<file path="config.mk">
export PLATFORM = sky130hd
export DESIGN_NAME = display_scan_ctrl_flat
export DESIGN_NICKNAME = d
export VERILOG_FILES = /design/src/rtl/display_pkg.sv /design/src/rtl/display_scan_ctrl_if.sv /design/src/rtl/display_scan_ctrl_lzb_mask.sv /design/src/rtl/display_scan_ctrl.sv /design/src/flat_wrapper.sv
export SDC_FILE = /design/constraint.sdc
export NUM_CORES = 1
export LEC_CHECK = 0
export BUFFER_PORTS_ARGS = -buffer_cell sky130_fd_sc_hd__buf_2
export CAP_MARGIN = 20
export CORE_MARGIN = 10
export CORE_UTILIZATION = 30
export DETAILED_ROUTE_END_ITERATION = 6
export GPL_ROUTABILITY_DRIVEN = 0
export RECOVER_POWER = 50
export SYNTH_ARGS = -nofsm -noshare
export SYNTH_HDL_FRONTEND = slang
export SYNTH_SLANG_ARGS = --single-unit
</file>
<file path="constraint.sdc">
create_clock -name clock -period 2.9 [get_ports clock]
set_input_delay 0.58 -clock clock [delete_from_list [all_inputs] [get_ports clock]]
set_output_delay 0.58 -clock clock [all_outputs]
set_load 0.02 [all_outputs]
</file>
<file path="src/rtl/display_pkg.sv">
// Shared types and constants for the multiplexed 7-segment display path.
package display_pkg;

    localparam int NUM_DIGITS = 4;
    localparam int VALUE_W    = 4 * NUM_DIGITS;

    typedef logic [3:0] nibble_t;
    typedef logic [1:0] dig_sel_t;

    typedef enum logic [1:0] {
        IDLE  = 2'd0,
        BLANK = 2'd1,
        ON    = 2'd2
    } state_t;

    // Digit 0 lives in the low nibble, digit 3 in the high nibble.
    function automatic nibble_t nibble_of(input logic [VALUE_W-1:0] value, input dig_sel_t sel);
        return value[{sel, 2'b00} +: 4];
    endfunction

endpackage

</file>
<file path="src/rtl/display_scan_ctrl_if.sv">
// Load handshake between a display data producer and the scan controller.
interface display_scan_ctrl_if;
    import display_pkg::*;

    logic                  load_valid;
    logic                  load_ready;
    logic [VALUE_W-1:0]    load_value;
    logic [NUM_DIGITS-1:0] load_dots;

    modport master (output load_valid, load_value, load_dots, input load_ready);
    modport slave  (input load_valid, load_value, load_dots, output load_ready);

endinterface

</file>
<file path="src/rtl/display_scan_ctrl_lzb_mask.sv">
// Leading-zero blanking mask: digit i is blanked when it and every digit above it are zero.
module lzb_mask
    import display_pkg::*;
(
    input  logic [VALUE_W-1:0]    value,
    input  logic                  lzb_en,
    output logic [NUM_DIGITS-1:0] mask
);

    // zero_above[i] = digits NUM_DIGITS-1 down to i are all zero.
    logic [NUM_DIGITS:1] zero_above;

    assign zero_above[NUM_DIGITS] = 1'b1;
    assign mask[0]                = 1'b0;

    generate
        for (genvar gi = NUM_DIGITS - 1; gi >= 1; gi--) begin : g_digit
            assign zero_above[gi] = zero_above[gi + 1] && (value[4*gi +: 4] == 4'h0);
            assign mask[gi]       = lzb_en && zero_above[gi];
        end
    endgenerate

endmodule

</file>
<file path="src/rtl/display_scan_ctrl.sv">
// Digit scan sequencer with per-slot anti-ghost blanking, frame-aligned double-buffered
// display data behind a valid/ready load port, and leading-zero blanking.
module display_scan_ctrl
    import display_pkg::*;
#(
    parameter int TICK_DIV     = 50000,
    parameter int BLANK_CYCLES = 500
) (
    input  logic                clock,
    input  logic                reset,
    input  logic                enable,
    input  logic                lzb_en,
    display_scan_ctrl_if.slave  load_if,
    output dig_sel_t            dig_sel,
    output logic                digit_en,
    output nibble_t             nibble,
    output logic                dot,
    output logic                blank,
    output logic                frame_done
);

    generate
        if (BLANK_CYCLES < 1 || TICK_DIV < BLANK_CYCLES + 1) begin : g_param_check
            $error("display_scan_ctrl: need BLANK_CYCLES >= 1 and TICK_DIV >= BLANK_CYCLES + 1");
        end
    endgenerate

    localparam int CNT_W = (TICK_DIV > 1) ? $clog2(TICK_DIV) : 1;
    typedef logic [CNT_W-1:0] cnt_t;
    localparam cnt_t BLANK_LAST = cnt_t'(BLANK_CYCLES - 1);
    localparam cnt_t TICK_LAST  = cnt_t'(TICK_DIV - 1);
    localparam dig_sel_t LAST_DIGIT = dig_sel_t'(NUM_DIGITS - 1);

    state_t                state_reg;
    cnt_t                  cnt_reg;
    dig_sel_t              sel_reg;
    logic                  digit_en_reg;
    nibble_t               nibble_reg;
    logic                  dot_reg;
    logic                  blank_reg;
    logic                  frame_done_reg;
    logic [VALUE_W-1:0]    active_value_reg;
    logic [NUM_DIGITS-1:0] active_dots_reg;
    logic [VALUE_W-1:0]    pend_value_reg;
    logic [NUM_DIGITS-1:0] pend_dots_reg;
    logic                  pending_reg;

    logic                  slot_end;
    logic                  last_sel;
    logic                  boundary;
    logic                  apply;
    logic                  load_fire;
    cnt_t                  cnt_inc;
    logic                  cnt_inc_last;
    dig_sel_t              sel_next;
    logic [VALUE_W-1:0]    active_value_next;
    logic [NUM_DIGITS-1:0] active_dots_next;
    logic [NUM_DIGITS-1:0] mask_next;

    assign slot_end     = (state_reg == ON) && (cnt_reg == TICK_LAST);
    assign last_sel     = (sel_reg == LAST_DIGIT);
    assign boundary     = slot_end && last_sel;
    assign cnt_inc      = cnt_reg + cnt_t'(1);
    assign cnt_inc_last = (cnt_inc == TICK_LAST);
    assign load_fire    = load_if.load_valid && !pending_reg;

    // Pending data is promoted only between frames, or immediately when no frame runs.
    assign apply = pending_reg && (boundary || state_reg == IDLE);

    assign sel_next = (!enable || state_reg == IDLE) ? dig_sel_t'(0)
                    : (slot_end ? sel_reg + dig_sel_t'(1) : sel_reg);

    assign active_value_next = apply ? pend_value_reg : active_value_reg;
    assign active_dots_next  = apply ? pend_dots_reg  : active_dots_reg;

    // Mask is taken from the post-update data so blank lines up with nibble.
    lzb_mask u_lzb_mask (
        .value  (active_value_next),
        .lzb_en (lzb_en),
        .mask   (mask_next)
    );

    always_ff @(posedge clock or negedge reset) begin
        if (!reset) begin
            state_reg        <= IDLE;
            cnt_reg          <= '0;
            sel_reg          <= '0;
            digit_en_reg     <= 1'b0;
            nibble_reg       <= '0;
            dot_reg          <= 1'b0;
            blank_reg        <= 1'b0;
            frame_done_reg   <= 1'b0;
            active_value_reg <= '0;
            active_dots_reg  <= '0;
            pend_value_reg   <= '0;
            pend_dots_reg    <= '0;
            pending_reg      <= 1'b0;
        end else begin
            sel_reg          <= sel_next;
            active_value_reg <= active_value_next;
            active_dots_reg  <= active_dots_next;
            nibble_reg       <= nibble_of(active_value_next, sel_next);
            dot_reg          <= active_dots_next[sel_next];
            blank_reg        <= mask_next[sel_next];

            if (apply) begin
                pending_reg <= 1'b0;
            end
            if (load_fire) begin
                pend_value_reg <= load_if.load_value;
                pend_dots_reg  <= load_if.load_dots;
                pending_reg    <= 1'b1;
            end

            if (!enable) begin
                state_reg      <= IDLE;
                cnt_reg        <= '0;
                digit_en_reg   <= 1'b0;
                frame_done_reg <= 1'b0;
            end else begin
                case (state_reg)
                    IDLE: begin
                        state_reg      <= BLANK;
                        cnt_reg        <= '0;
                        digit_en_reg   <= 1'b0;
                        frame_done_reg <= 1'b0;
                    end
                    BLANK: begin
                        cnt_reg <= cnt_inc;
                        if (cnt_reg == BLANK_LAST) begin
                            state_reg      <= ON;
                            digit_en_reg   <= 1'b1;
                            frame_done_reg <= cnt_inc_last && last_sel;
                        end
                    end
                    ON: begin
                        if (slot_end) begin
                            state_reg      <= BLANK;
                            cnt_reg        <= '0;
                            digit_en_reg   <= 1'b0;
                            frame_done_reg <= 1'b0;
                        end else begin
                            cnt_reg        <= cnt_inc;
                            frame_done_reg <= cnt_inc_last && last_sel;
                        end
                    end
                    default: begin
                        state_reg      <= IDLE;
                        cnt_reg        <= '0;
                        digit_en_reg   <= 1'b0;
                        frame_done_reg <= 1'b0;
                    end
                endcase
            end
        end
    end

    assign load_if.load_ready = !pending_reg;
    assign dig_sel            = sel_reg;
    assign digit_en           = digit_en_reg;
    assign nibble             = nibble_reg;
    assign dot                = dot_reg;
    assign blank              = blank_reg;
    assign frame_done         = frame_done_reg;

endmodule

</file>
<file path="src/flat_wrapper.sv">
// flat-port wrapper written by rule: the top's interface ports become plain ports
module display_scan_ctrl_flat import display_pkg::*;
#(
    parameter int TICK_DIV     = 50000,
    parameter int BLANK_CYCLES = 500
)
  (clock, reset, enable, lzb_en, dig_sel, digit_en, nibble, dot, blank, frame_done, load_if_load_valid, load_if_load_value, load_if_load_dots, load_if_load_ready);
  display_scan_ctrl_if load_if_i ();
  input  logic clock;
  input  logic reset;
  input  logic enable;
  input  logic lzb_en;
  output dig_sel_t dig_sel;
  output logic digit_en;
  output nibble_t nibble;
  output logic dot;
  output logic blank;
  output logic frame_done;
  input wire logic [$bits(load_if_i.load_valid)-1:0] load_if_load_valid;
  input wire logic [$bits(load_if_i.load_value)-1:0] load_if_load_value;
  input wire logic [$bits(load_if_i.load_dots)-1:0] load_if_load_dots;
  output wire logic [$bits(load_if_i.load_ready)-1:0] load_if_load_ready;
  assign load_if_i.load_valid = load_if_load_valid;
  assign load_if_i.load_value = load_if_load_value;
  assign load_if_i.load_dots = load_if_load_dots;
  assign load_if_load_ready = load_if_i.load_ready;
  display_scan_ctrl #(.TICK_DIV(TICK_DIV), .BLANK_CYCLES(BLANK_CYCLES)) u_core (.clock(clock), .reset(reset), .enable(enable), .lzb_en(lzb_en), .load_if(load_if_i), .dig_sel(dig_sel), .digit_en(digit_en), .nibble(nibble), .dot(dot), .blank(blank), .frame_done(frame_done));
endmodule
</file>
==> metrics.yaml <==
via_count: 2351
antenna_found_initial: 0
dr_wl_met3_um: 343
dieWidth_um: 127.5
endpoint_kind: "flip-flop"
clk_latency_ns: 0.33
grt_start_max_net_pins: 70
worstMarginPinSlew_ns: 1.740
drv_cap: 1
std_cell_rows: 39
hold_ws_ns: 0.4764
synth-compound-area-share_pct: 5.986
hold_violations: 0
cp_data_required_time_ns: 3.12
globalRouteOverflowTotal: 0
postRouteWirelength_um: 7580
ir_drop_uv: 627.3
firstDrtPassIters: 5
wl_met2_um: 3806
synthCells: 294
synth-xor-area-share_pct: 4.291
path_class: "flip-flop to flip-flop"
ys_top_cells_by_count: "dfrtp_1 (69), mux2_2 (47), nor2_1 (20)"
nets: 362
synth_simple_gate_area_share_pct: 15.29
drcViolationCount: 0
avgViaCountPerCell: 4.929
die-area_um2: 16270
p_per_area_nw_per_um2: 957.0
drtAntennaViolNets: 0
slew_violations: 70
final.setup.tns_ns: 0
pin_count: 36
syn_area_um2: 3470
critPathArrivalTime_ns: 2.72
yosysTopAreaCellShare_pct: 49.77
fin_crit_ns: 2.502
violations: "capacitance limit, slew limit"
floorplan.initialDensity_pct: 30.52
fin_skew_ns: 0.003739
async_flop_share_pct: 100.0
relSlewSlack_pct: -16.01
cts_buffers: 9
worst-path-max-fanout: 11
path_clk_slew_ns: 0.06
synth_nets: 326
postSynthAreaPerCell_um2: 11.80
cts_tree: "yes"
synthAdderAreaFrac_pct: 2.524
synth_top_area_cell: "dfrtp_1"
post_cts_buffers: 0
portBuffers: 35
cts_max_level: 3
wl_met1_um: 3318
power.leakage_nw: 1.772
hold_path_class: "input pin to flip-flop"
rsz0062_at_grt: "no"
synth_edf_count: 0
first_iter_violations: 148
setup_violations: 0
grt_first_pass_wirelength_um: 12530
synth_seq_area_share_pct: 49.77
fin_crit_sh_pct: 86.28
timing.fmax_mhz: 399.7
coreArea_um2: 11370
nFillCells: 1137
reg2reg_depth: 8
dp_hpwl_um: 5311
synth_cell_types: 50
clockRootBuffer: "clkbuf_16"
highest_layer: "met4"
cts.sinks: 69
yosys_warnings: 0
cts_hold_buf: 0
area_delta_synth_final_pct: 18.64
routedWlPerCell_um: 15.89
synth_ff_type: "dfrtp_1"
cp-start-kind: "flip-flop"
grt_pass1_vias: 2446
cts_resized: 0
clockBufferDepth: 2
synth_most_common_cell: "dfrtp_1"
yosys-top-cells-area: "dfrtp_1 (50%), mux2_2 (15%), xor2_1 (2.8%), ha_1 (2.5%), mux2i_1 (2.3%)"
die-height_um: 127.5
synth_top_family_by_area: "multiplexers"
drive_gt1_share_pct: 33.23
status: "complete, but fails checks"
worstHoldPathCells: 2
grt_usage_pct: 9.630
synth.area.mux_share_pct: 18.43
n_antenna_cell: 0
synth-seq-cells: 69
==> power breakdown <==
part,internal (mW),switching [mW]
Clock,0.862,0.409
Sequential,1.32,0.208
Combinational,0.603,0.539
==> path summary, 6_finish.rpt <==
check	endpoint	slack [ns]	startpoint
max	u_core.nibble[3]	0.40	u_core.cnt_reg[0]
min	u_core.pend_value_reg[6]	0.48	load_if_load_value[6]
max reg2reg	u_core.nibble[3]	0.40	u_core.cnt_reg[0]
min reg2reg	u_core.active_value_reg[0]	0.49	u_core.active_value_reg[0]
max in group asynchronous	u_core.cnt_reg[12]	1.07	reset
min in group asynchronous	u_core.cnt_reg[0]	0.77	reset
==> kinds of logic after synthesis <==
| kind of cell | count (synthesis) |
|---|---|
| and+or+nand+nor | 90 |
| adders and majority gates | 7 |
| DFF | 69 |
| buffers and inverters | 25 |
| muxes | 57 |
| AOI/OAI and AO/OA | 29 |
| xor gates and xnor gates | 17 |
==> cell type report <==
type | instances | area (um^2) | share of cell area [%]
Sequential cell | 69 | 1727 | 41.95
Multi-Input combinational cell | 200 | 1617 | 39.27
Inverter | 9 | 33.78 | 0.8207
Tap cell | 143 | 178.9 | 4.347
Clock buffer | 10 | 239.0 | 5.805
Timing Repair Buffer | 41 | 214.0 | 5.198
Clock inverter | 5 | 107.6 | 2.614
==> stage by stage <==
step | utilization, % | total power [mW] | instance area (um^2) | cells | worst slack [ns]
finish | 36.21 | 3.940 | 4116 | 477 | 0.3980
global route | 36.21 | 4.194 | 4116 | 477 | 0.2965
CTS | 36.26 | 4.011 | 4123 | 477 | 0.4074
detailed placement | 33.21 | 2.699 | 3776 | 462 | 0.4098
global placement | 33.21 | 2.660 | 3776 | 462 | 0.4685
floorplan | - | 2.389 | 3470 | 294 | 0.5896
==> routing by layer <==
metal	track usage (%)	vias up
li1	-	1126
met1	11.31	1170
met2	15.59	45
met3	3.474	10
met4	3.952	0
met5	0	-
==> worst max-delay path, stage by stage, from the launching register on <==
cell	delay, ns
dfrtp_1	0.43
ha_1	0.25
and3_1	0.22
nand4_2	0.13
or2_1	0.31
mux2i_1	0.17
buf_4	0.24
mux2_2	0.37
mux2_2	0.27
==> layout by cell type (no fill, tap or decap), types with 2 or more instances in the layout <==
| cell type | synthesis | layout |
|---|---|---|
| and3_1 | 3 | 3 |
| nor4b_1 | 3 | 3 |
| mux2_4 | 2 | 2 |
| mux2_2 | 47 | 47 |
| nor2b_1 | 3 | 2 |
| nor4_1 | 6 | 6 |
| a211oi_1 | 3 | 3 |
| o21ai_0 | 3 | 3 |
| nor2_1 | 20 | 20 |
| nand2_1 | 17 | 17 |
| inv_1 | 9 | 9 |
| or3_1 | 3 | 3 |
| ha_1 | 7 | 7 |
| nand3_1 | 5 | 5 |
| bufinv_16 | 0 | 3 |
| a21oi_1 | 8 | 8 |
| and4_1 | 2 | 2 |
| buf_2 | 4 | 35 |
| nand4_1 | 7 | 7 |
| clkbuf_16 | 0 | 9 |
| a31oi_1 | 2 | 2 |
| o31ai_1 | 2 | 2 |
| a41oi_1 | 2 | 2 |
| buf_4 | 2 | 4 |
| a22o_1 | 3 | 3 |
| xnor2_1 | 6 | 6 |
| dfrtp_1 | 69 | 69 |
| nand2b_1 | 3 | 3 |
| xor2_1 | 11 | 11 |
| mux2i_1 | 8 | 8 |
| nor3b_1 | 3 | 3 |
| or4_1 | 4 | 4 |
(Power assumes the default switching activity.)
